[src/rtl/credit_flowcontrol.sv]
// Credit-based output port flow control for a wormhole router input: picks a
// downstream port round-robin for head flits and holds it until the tail.
module credit_flowcontrol #(
  parameter int NPORTS = 5,
  parameter int DEPTH  = 4,
  localparam int CNT_W = $clog2(DEPTH + 1)
) (
  input  logic                      clk,
  input  logic                      rst,
  input  logic [NPORTS-1:0]         port_sel,
  input  logic                      flit_valid,
  input  logic                      flit_head,
  input  logic                      flit_tail,
  input  logic [NPORTS-1:0]         credit_in,
  output logic [NPORTS-1:0]         ready_out,
  output logic [NPORTS*CNT_W-1:0]   credit_cnt,
  output logic                      locked,
  output logic [NPORTS-1:0]         lock_port,
  output logic                      err_ovf
);

  localparam int PTR_W = (NPORTS > 1) ? $clog2(NPORTS) : 1;
  localparam logic [PTR_W:0]   NP_C    = (PTR_W + 1)'(NPORTS);
  localparam logic [CNT_W-1:0] DEPTH_C = CNT_W'(DEPTH);

  typedef enum logic {IDLE, LOCKED} state_t;

  state_t                  state_q;
  logic [PTR_W-1:0]        rr_ptr_q;
  logic [NPORTS-1:0]       lock_port_q;
  logic                    locked_q;
  logic                    err_ovf_q;
  logic [CNT_W-1:0]        credit_q [NPORTS];
  logic [CNT_W-1:0]        credit_d [NPORTS];

  logic [NPORTS-1:0]       avail;
  logic [NPORTS-1:0]       cand;
  logic [NPORTS-1:0]       sent;
  logic [NPORTS-1:0]       ovf_hit;
  logic [NPORTS-1:0]       grant;
  logic [PTR_W-1:0]        rr_ptr_d;
  logic                    transfer;

  always_comb begin
    for (int i = 0; i < NPORTS; i++) begin
      avail[i] = (credit_q[i] != '0);
    end
  end

  assign cand = port_sel & avail;

  // Rotate candidates so rr_ptr sits at bit 0, pick the lowest set bit, rotate back.
  always_comb begin
    logic [2*NPORTS-1:0] rot;
    logic [2*NPORTS-1:0] back;
    logic [NPORTS-1:0]   first;
    logic [PTR_W:0]      idx;
    logic                found;
    rot   = {cand, cand} >> rr_ptr_q;
    first = '0;
    idx   = '0;
    found = 1'b0;
    for (int k = 0; k < NPORTS; k++) begin
      if (!found && rot[k]) begin
        found    = 1'b1;
        first[k] = 1'b1;
        idx      = {1'b0, rr_ptr_q} + (PTR_W + 1)'(k);
      end
    end
    back  = {{NPORTS{1'b0}}, first} << rr_ptr_q;
    grant = back[NPORTS-1:0] | back[2*NPORTS-1:NPORTS];
    if (idx >= NP_C) begin
      idx = idx - NP_C;
    end
    idx = idx + (PTR_W + 1)'(1);
    if (idx >= NP_C) begin
      idx = idx - NP_C;
    end
    rr_ptr_d = idx[PTR_W-1:0];
  end

  always_comb begin
    ready_out = '0;
    if (rst) begin
      ready_out = '0;
    end else if (state_q == LOCKED) begin
      ready_out = lock_port_q & avail;
    end else if (flit_valid && flit_head) begin
      ready_out = grant;
    end
  end

  assign sent     = ready_out & {NPORTS{flit_valid}};
  assign transfer = |sent;

  always_ff @(posedge clk or posedge rst) begin
    if (rst) begin
      state_q     <= IDLE;
      rr_ptr_q    <= '0;
      lock_port_q <= '0;
      locked_q    <= 1'b0;
    end else begin
      case (state_q)
        IDLE: begin
          if (transfer) begin
            rr_ptr_q <= rr_ptr_d;
            if (!flit_tail) begin
              state_q     <= LOCKED;
              lock_port_q <= ready_out;
              locked_q    <= 1'b1;
            end
          end
        end
        LOCKED: begin
          if (transfer && flit_tail) begin
            state_q     <= IDLE;
            lock_port_q <= '0;
            locked_q    <= 1'b0;
          end
        end
        default: begin
          state_q     <= IDLE;
          lock_port_q <= '0;
          locked_q    <= 1'b0;
        end
      endcase
    end
  end

  // A return with a full counter and no send is a downstream protocol error: hold and flag.
  always_comb begin
    ovf_hit = '0;
    for (int i = 0; i < NPORTS; i++) begin
      credit_d[i] = credit_q[i];
      if (credit_in[i] && !sent[i]) begin
        if (credit_q[i] == DEPTH_C) begin
          ovf_hit[i] = 1'b1;
        end else begin
          credit_d[i] = credit_q[i] + CNT_W'(1);
        end
      end else if (sent[i] && !credit_in[i]) begin
        credit_d[i] = credit_q[i] - CNT_W'(1);
      end
    end
  end

  always_ff @(posedge clk or posedge rst) begin
    if (rst) begin
      for (int i = 0; i < NPORTS; i++) begin
        credit_q[i] <= DEPTH_C;
      end
      err_ovf_q <= 1'b0;
    end else begin
      for (int i = 0; i < NPORTS; i++) begin
        credit_q[i] <= credit_d[i];
      end
      if (|ovf_hit) begin
        err_ovf_q <= 1'b1;
      end
    end
  end

  always_comb begin
    for (int i = 0; i < NPORTS; i++) begin
      credit_cnt[i*CNT_W +: CNT_W] = credit_q[i];
    end
  end

  assign locked    = locked_q;
  assign lock_port = lock_port_q;
  assign err_ovf   = err_ovf_q;

endmodule

[config.mk]
export PLATFORM = sky130hd
export DESIGN_NAME = credit_flowcontrol
export DESIGN_NICKNAME = d
export VERILOG_FILES = /design/src/rtl/credit_flowcontrol.sv
export SDC_FILE = /design/constraint.sdc
export NUM_CORES = 1
export LEC_CHECK = 0
export BUFFER_PORTS_ARGS = -buffer_cell sky130_fd_sc_hd__buf_2
export CAP_MARGIN = 0
export CORE_MARGIN = 4
export CORE_UTILIZATION = 40
export CTS_CLUSTER_DIAMETER = 100
export DETAILED_ROUTE_END_ITERATION = 10
export HOLD_SLACK_MARGIN = 0.02
export PLACE_DENSITY = 0.73
export SLEW_MARGIN = 30
export SYNTH_ARGS = -nofsm -noshare
export SYNTH_HDL_FRONTEND = slang
export SYNTH_SLANG_ARGS = --single-unit
[constraint.sdc]
create_clock -name clk -period 4 [get_ports clk]
set_input_delay 0.8 -clock clk [delete_from_list [all_inputs] [get_ports clk]]
set_output_delay 0.8 -clock clk [all_outputs]
set_load 0.05 [all_outputs]
* Yosys cells after proc, flatten, opt, wreduce, memory -nomap -nowiden
Cells that the tools add are included.
** Operators by class
- $add $sub $neg :: 17
- Multiply operators :: 0
- Div/mod/pow operators :: 0
- Magnitude comparators :: 2
- Equality and inequality tests :: 13
- Shift-type cells :: 2
- Multiplexer cells :: 55
- Bitwise gates (word level) :: 5
- Reductions and logical operators :: 49
** Operator list (number)
- 3-bit two-way mux :: 17
- 5-bit two-way mux :: 6
- 1-bit two-way mux :: 24
- 4-bit two-way mux :: 5
- 1-bit logical AND :: 16
- 3-bit by 1-bit adder with 3-bit output (second input constant) :: 5
- 5-bit AND :: 3
- 3-bit == test (second input constant) :: 5
- 3-bit nonzero test :: 5
- 3-bit by 1-bit subtractor with 3-bit output (second input constant) :: 5
- 1-bit logical NOT :: 14
- 2-bit inequality test (second input constant) :: 7
- 2-bit AND reduction :: 6
- 5-bit one-hot mux with 2 select lines :: 1
- 2-bit nonzero test :: 5
- 5-bit OR reduction :: 2
- 5-bit by 3-bit << shifter with 10-bit output :: 1
- 10-bit by 3-bit >> shifter with 5-bit output :: 1
- 3-bit by 2-bit adder with 4-bit output (second input constant) :: 2
- 4-bit by 3-bit greater-or-equal comparator with 1-bit output (second input constant) :: 2
- 5-bit OR :: 1
- 3-bit by 1-bit adder with 4-bit output (second input constant) :: 1
- 3-bit by 3-bit adder with 4-bit output (second input constant) :: 1
- 4-bit by 1-bit adder with 4-bit output (second input constant) :: 1
- other kinds (6) :: 7
** Word-level totals
- Register bits :: 26
- Latch bits :: 0
- Bits in writable memories :: 0
- ROM bits :: 0
- Input bits :: 15
- Output and inout port bits :: 27
- Memories :: 0

* Depth between registers and ports, before layout
Gate-level depths: netlist (run 1).
- Depth after elaboration :: 26
- Mapped depth :: 19
- Depth with buffers taken out :: 17

* Worst setup path after synthesis (run 1)
Ideal clock, no wire load.
- Kind :: register to register
- Start :: register credit_q, in the netlist credit_cnt[6]
- End :: register rr_ptr_q[0]
- Library setup time :: 120 ps
- Data arrival time :: 4313 ps
- Required time :: 3880 ps
- Slack :: -433 ps
- Cell stages (with the launch flop) :: 18
- Path buffers :: 0
- Period minus slack after synthesis :: 4433 ps
- Cells stage by stage :: dfrtp_1 > nor3_1 > o22ai_2 > a2111o_1 > nor2_4 > nand2_1 > o211ai_1 > inv_1 > ha_1 > nor2b_1 > o211ai_2 > mux2i_4 > inv_1 > ha_1 > nand2_1 > nand2_1 > a211o_1 > a41o_1
** On the way
- Longest elaborated chain between the ends :: 24
- Elaborated cells between the ends (all ways) :: 40
- Classes of those cells :: add/sub (3); order compare (2); shift (2); mux (18); bitwise (4); reduce/logical (11)
** Ends and longest elaborated chain
- start, declared :: line 33 : logic [CNT_W-1:0] credit_q [NPORTS];
- start signal, assigned by index :: line 155 : credit_q[i] <= credit_d[i];
- 3-bit nonzero test * :: line 46 : avail[i] = (credit_q[i] != '0);
- branches (longest 23 deep; another with 10-bit by 3-bit >> shifter with 5-bit output)
- end signal, assigned :: line 106 : rr_ptr_q <= rr_ptr_d;
- end, declared :: line 29 : logic [PTR_W-1:0] rr_ptr_q;
Every way passes the cells marked *.
A chain may end at the register's enable or synchronous reset.

* Worst setup path after layout (run 1)
- Start :: input port_sel[3]
- End :: register rr_ptr_q[0]
** On the way
- Longest elaborated chain between the ends :: 23
- Elaborated cells between the ends (all ways) :: 38
- Classes of those cells :: add/sub (3); order compare (2); shift (2); mux (18); bitwise (3); reduce/logical (10)
** Ends and longest elaborated chain
- start, declared :: line 10 : input logic [NPORTS-1:0] port_sel,
- 5-bit AND * :: line 50 : assign cand = port_sel & avail;
- 10-bit by 3-bit >> shifter with 5-bit output * :: line 59 : rot = {cand, cand} >> rr_ptr_q;
- branches (longest 21 deep; another with 1-bit two-way mux)
Marked as above.

==> results of run 1 <==
synth_stat cells, drive strengths merged (8+ instances only):
master | number | area, sq um
a211oi | 12 | 105
a21oi | 15 | 75.1
dfrtp | 21 | 526
ha | 8 | 100
inv | 19 | 71.3
mux2i | 11 | 130
nand2 | 31 | 116
nor2 | 20 | 87.6
nor3 | 13 | 75.1
o21ai | 21 | 113
o31ai | 10 | 104
registers in the layout, summed over array words and instances, names as in the netlist, named ones only:
| name | count |
|---|---|
| locked | 1 |
| lock_port | 5 |
| rr_ptr_q | 3 |
| err_ovf | 1 |
| credit_cnt | 15 |
final timing paths:
check / endpoint / slack [ps]
worst max-delay path: rr_ptr_q[0] / -20
worst min-delay path: lock_port[0] / 460
worst max register to register: rr_ptr_q[0] / 10
worst min register to register: lock_port[0] / 460
max in group asynchronous: credit_cnt[14] / 3080
min in group asynchronous: lock_port[1] / 610
cell type report:
cell class | count | area share, %
Timing Repair Buffer | 155 | 24.3
Sequential cell | 26 | 14.7
Tap cell | 99 | 2.72
Inverter | 22 | 1.81
Clock inverter | 1 | 0.660
Multi-Input combinational cell | 291 | 54.9
Clock buffer | 3 | 0.907
timing repair:
item,4_1_cts,5_1_grt
buffers inserted,0,15
resized for setup,13,29
pin swaps,6,22
cloned,0,0
endpoints found under the setup margin,6,9
per-layer routing:
metal,vias to the layer above,part of all wire (%)
met5,-,0
met2,135,46
met3,30,6.6
met1,1721,45
li1,1677,-
met4,0,2.8
power by group through the flow:
| stage | clock (mW) | combinational, mW | sequential, mW |
|---|---|---|---|
| final | 0.228 | 1.63 | 0.488 |
| after detailed placement | 0 | 1.52 | 0.481 |
| after global placement | 0 | 1.48 | 0.475 |
| after global routing | 0.241 | 1.76 | 0.504 |
| after floorplan | 0 | 0.664 | 0.816 |
| after CTS | 0.229 | 1.54 | 0.486 |
kinds of logic after synthesis:
logic type | Yosys count | synth area share (%)
AO/OA/AOI/OAI | 135 | 37.0
XOR/XNOR | 8 | 2.26
buffers and inverters | 35 | 4.80
adder cells (fa/ha/maj) | 13 | 6.45
flip-flops | 26 | 21.2
multiplexers | 19 | 7.82
AND/OR/NAND/NOR | 116 | 20.5
stage by stage:
stage          std cells  utilization (%)  area (sq um)  hold slack [ps]
2_1_floorplan        352                -          3190              423
3_3_place_gp         579             56.7          4200              442
3_5_place_dp         579             56.7          4200              453
4_1_cts              583             58.5          4330              467
5_1_grt              597             61.5          4550              477
6_report             597             61.5          4550              459
==> out/qor.csv, run 1 <==
stage,metric,value,unit
routing,ant_nets,0,
yosys,syn_avg_cell_area,8.82,sq um
timing,hold_viol,0,
setup_path,path_cells,"buf_2, or4bb_1, o22ai_4, a2111o_1, a211oi_4, a21oi_1, o211ai_1, inv_2, ha_1, nor2b_4, o211ai_4, mux2i_4, inv_2, ha_4, nand2_4, nand2_2, a211o_1, a41o_1",
pwr,p_leak,1.90,nW
setup_path,arrival,4210,ps
yosys,synth_ff_type,dfrtp_1,
finish,num-nets-final,527,
yosys,syn_nets,380,
routing,vias,3563,
global_routing,met3_usage,3.91,%
finish,antenna_cells,0,
setup_path,cpMostUsedCell,inv_2,
placement,dp_hpwl,8160,um
timing,setup_ws,-24.7,ps
timing,skew,6.12,ps
setup_path,r2r-start,rr_ptr_q[0],
pwr,p_switching,1.15,mW
pwr,combPwrFrac,69.5,%
yosys,synth-warning-count,0,
yosys,synth_edf_count,0,
worst_hold_path,min_path_cells,1,
global_routing,grt_max_degree,27,
finish,multi_input_area,2500,sq um
run_status,failed_checks,negative setup slack,
clocking,clk_latency,280,ps
global_routing,grt_util_all_layers,22.8,%
yosys,synthesis.area,3100,sq um
floorplanning,rows,31,
yosys,synthCells,352,
job,cap_violations,0,
finish,syn_to_final_growth,46.7,%
finish,n_fill_cell,618,
setup_path,cp_slowest_stage_delay,540,ps
clocking,cts-root-buf,clkbuf_8,
placement,finalWeightedCongestion,1.00,
setup_path,crit_slowest_cell,or4bb_1,
setup_path,start_kind,input pin,
clocking,cts_max_path_buffers,2,
setup_path,critPathLaunch,port_sel[3],
clocking,cts_hold_buf,0,
floorplanning,die_h,96.1,um
pwr,pwr-share-seq,20.8,%
setup_path,cp.required,4180,ps
yosys,synth-seq-area-share,21.2,%
timing,setup_viol,1,
pwr,power.total,2.35,mW
setup_path,worst-path-buf-inv,3,
setup_path,path_max_fanout,3,
setup_path,path_class,in -> reg,
worst_hold_path,hold_path_class,reg -> reg,
timing,period_share,101,%
clocking,cts_max_level,1,
setup_path,rr_worst_depth,18,
timing,finalCriticalPeriod,4020,ps
routing,drt_first_pass_iters,5,
floorplanning,fp.dieW,96.1,um
global_routing,grt_use_met1,31.0,%
floorplanning,top_level_ports,42,
global_routing,grt_pass1_vias,3367,
setup_path,end_kind,flop,
routing,avgViaCountPerCell,5.97,
routing,drcViolationCount,0,
timing,tightest_slew,554,ps
global_routing,grt_pass1_wl,16600,um
pwr,intPower,1.20,mW
finish,final_layout_size_suffix_gt1_share,48.6,%
setup_path,path_delay_family,compound AO/OA/AOI/OAI gates,
finish,mostFrequentLayoutCells,"110 x buf_4, 36 x buf_2, 25 x nand2_1, 17 x nor2_1",
yosys,synth-seq-cells,26,
clocking,clock_sink_count,26,
timing,slew_viol_final,0,
clocking,clk_pin_slew,100,ps
timing,fin_tns_setup,-24.7,ps
pwr,p_per_area,516,nW/um^2
finish,sequential_cell_area,671,sq um
global_routing,busiest_layer,met2,
clocking,cts_tree,yes,
pwr,power.share.clock,9.7,%
timing,slew_headroom,62.6,%
finish,final_common_cell,buf_4,
pwr,ir_worst_vdd,0.448,mV
setup_path,crit_cells,18,
timing,rsz0062_at_grt,yes,
placement,pre_cts_slack,-375,ps
global_routing,grt_antenna_before_repair,0,
placement,io_buffers,41,
yosys,ys_types,94,
yosys,synthArstFlopShare,100,%
floorplanning,die-area,9230,sq um
pwr,swShare,49.0,%
floorplanning,start_util,41.9,%
routing,routed_wl,10400,um
floorplanning,core_area,7410,sq um
global_routing,overflow,0,
routing,wl_per_cell,17.4,um
clocking,cts_buffers,3,
global_routing,grtUsageMet2,37.1,%
routing,drtIter0Drc,290,
run_status,status,"complete, but fails checks",
timing,timing.fmax,0.248,GHz
(Power assumes the default switching activity.)
==> run 2, diff against run 1 <==
- SETUP_SLACK_MARGIN: not set -> 0.02
- SLEW_MARGIN: 30 -> 20
==> run 2 against run 1 <==
Effect of this change: the run still ends with negative setup slack left; non-clock buffer count decreased by 2; sequential cell count did not move; combinational power about the same; critical endpoint unchanged; largest power group unchanged; highest routed layer unchanged.
==> out/qor.csv, run 2 (same netlist as run 1, synthesis figures left out) <==
stage,metric,value,unit,change
run_status,status,"complete, but fails checks",,
run_status,failed_checks,negative setup slack,,
finish,mostFrequentLayoutCells,"109 x buf_4, 36 x buf_2, 26 x nand2_1, 16 x nor2_1, 14 x inv_1",,
finish,antenna_cells,0,,unchanged
placement,finalWeightedCongestion,0.993,,-1.2%
timing,hold_viol,0,,unchanged
global_routing,grt_max_degree,27,,unchanged
global_routing,grt_util_all_layers,23.0,%,+0.22 points
timing,rsz0062_at_grt,yes,,
floorplanning,fp.dieW,96.1,um,unchanged
timing,skew,1.20,ps,-4.93 ps
pwr,ir_worst_vdd,0.522,mV,+17%
finish,final_cells,595,,-0.34%
timing,tightest_slew,483,ps,-71.4 ps
floorplanning,die_h,96.1,um,unchanged
routing,drtIter0Drc,277,,-4.5%
routing,drcViolationCount,0,,unchanged
clocking,cts_buffers,3,,unchanged
routing,vias,3590,,+0.76%
floorplanning,rows,31,,unchanged
global_routing,grt_antenna_before_repair,0,,unchanged
finish,final_common_cell,buf_4,,
floorplanning,top_level_ports,42,,unchanged
clocking,cts-root-buf,clkbuf_8,,
clocking,clk_latency,280,ps,about the same
clocking,cts_max_path_buffers,2,,unchanged
timing,finalCriticalPeriod,4010,ps,-10.1 ps
floorplanning,die-area,9230,sq um,unchanged
finish,largest_reg_flops,15,,unchanged
timing,timing.hold.ws,462,ps,+2.31 ps
clocking,cts_max_level,1,,unchanged
timing,period_share,100,%,-0.25 points
timing,setup_viol,3,,+2
setup_path,path_class,in -> reg,,
setup_path,end_kind,flop,,
routing,routed_wl,10700,um,+2.7%
routing,wl_per_cell,17.9,um,+3.1%
clocking,clk_pin_slew,90,ps,about the same
placement,placed_area,4190,sq um,-0.42%
placement,dp_hpwl,8200,um,+0.53%
worst_hold_path,hold_path_class,reg -> reg,,
finish,syn_to_final_growth,47.5,%,
placement,place_inst,575,,-0.69%
timing,timing.fmax,0.249,GHz,+0.25%
timing,slew_headroom,67.7,%,+5.1 points
timing,slew_viol_final,0,,unchanged
placement,io_buffers,41,,unchanged
routing,ant_nets,0,,unchanged
finish,final_area,4580,sq um,+0.49%
clocking,clock_sink_count,26,,unchanged
global_routing,grt_pass1_vias,3381,,+0.42%
clocking,cts_hold_buf,0,,unchanged
global_routing,overflow,0,,unchanged
floorplanning,core_area,7410,sq um,unchanged
finish,final_layout_size_suffix_gt1_share,49.4,%,+0.80 points
setup_path,path_max_fanout,4,,+1
routing,drt_first_pass_iters,5,,unchanged
clocking,cts_tree,yes,,
setup_path,critPathLaunch,port_sel[3],,
pwr,p_per_area,526,nW/um^2,+1.9%
setup_path,cp.required,4180,ps,about the same
finish,num-nets-final,525,,-0.38%
pwr,p_leak,1.91,nW,+0.38%
timing,fin_tns_setup,-17.7,ps,+6.98 ps
timing,setup_ws,-14.6,ps,+10.1 ps
floorplanning,start_util,41.9,%,unchanged
setup_path,arrival,4190,ps,-20 ps
setup_path,r2r-start,credit_cnt[9],,
global_routing,grt_pass1_wl,16800,um,+1.4%
setup_path,start_kind,input pin,,
job,cap_violations,0,,unchanged
routing,avgViaCountPerCell,6.03,,+1.1%
## run 2: cell count changes in the layout (fill, tap and decap cells not counted), sizes merged
cell	before	now
buf	154	152
## run 2: layout make-up
class | instances | area, sq um
inverters | 22 | 82.6
flip-flops and latches | 26 | 673
multi-input cells | 291 | 2520
well taps | 99 | 124
clock buffers | 3 | 41.3
clock inverters | 1 | 30.0
repair buffers | 153 | 1100
fillers | 599 | 2830
## run 2: repair_timing
action                     in CTS  in global routing
pin swaps                       3                 14
cloned                          0                  0
gates resized for setup        10                 38
buffers inserted                2                 14
setup endpoints to repair       7                  7
## run 2: layer usage
layer  vias to the layer above  global-route usage [%]  part of all wire, %
li1                       1684                       -                    -
met1                      1721                    31.3                   44
met2                       150                    37.9                   48
met3                        35                    3.28                  5.9
met4                         0                    6.52                  2.3
met5                         -                       0                    0
## run 2: per-stage QoR
stage / utilization (%) / worst slack (ps) / total power, mW
global placement: 56.5 / -209 / 1.95
detailed placement: 56.5 / -359 / 2.00
floorplan: - / -160 / 1.48
CTS: 58.1 / 42.3 / 2.26
global route: 61.8 / -166 / 2.56
finish: 61.8 / -14.6 / 2.41
## run 2: path summary, 6_finish.rpt
kind	endpoint	slack [ps]	depth (start not counted)
min in group asynchronous	lock_port[4]	600	3
max in group asynchronous	credit_cnt[2]	3100	3
hold / removal	lock_port[0]	460	1
hold reg to reg	lock_port[0]	460	1
setup / recovery	rr_ptr_q[0]	-10	21
setup reg to reg	rr_ptr_q[0]	30	17
## run 2: critical path: stages
cell	delay, ps
buf_2	100
buf_4	120
o31ai_4	60
buf_4	160
mux2i_1	200
buf_4	170
o2bb2ai_1	100
nor2_1	250
nand2_1	130
o211ai_1	260
inv_2	110
ha_4	170
nor2b_4	130
o211ai_4	280
mux2i_4	310
inv_2	60
ha_4	180
nand2_4	80
nand2_2	50
a211o_1	290
a41o_1	170
## run 2: power by group
part	switching (mW)	internal (mW)
Combinational	0.931	0.716
Clock	0.0905	0.134
Sequential	0.159	0.375
Total	1.18	1.23
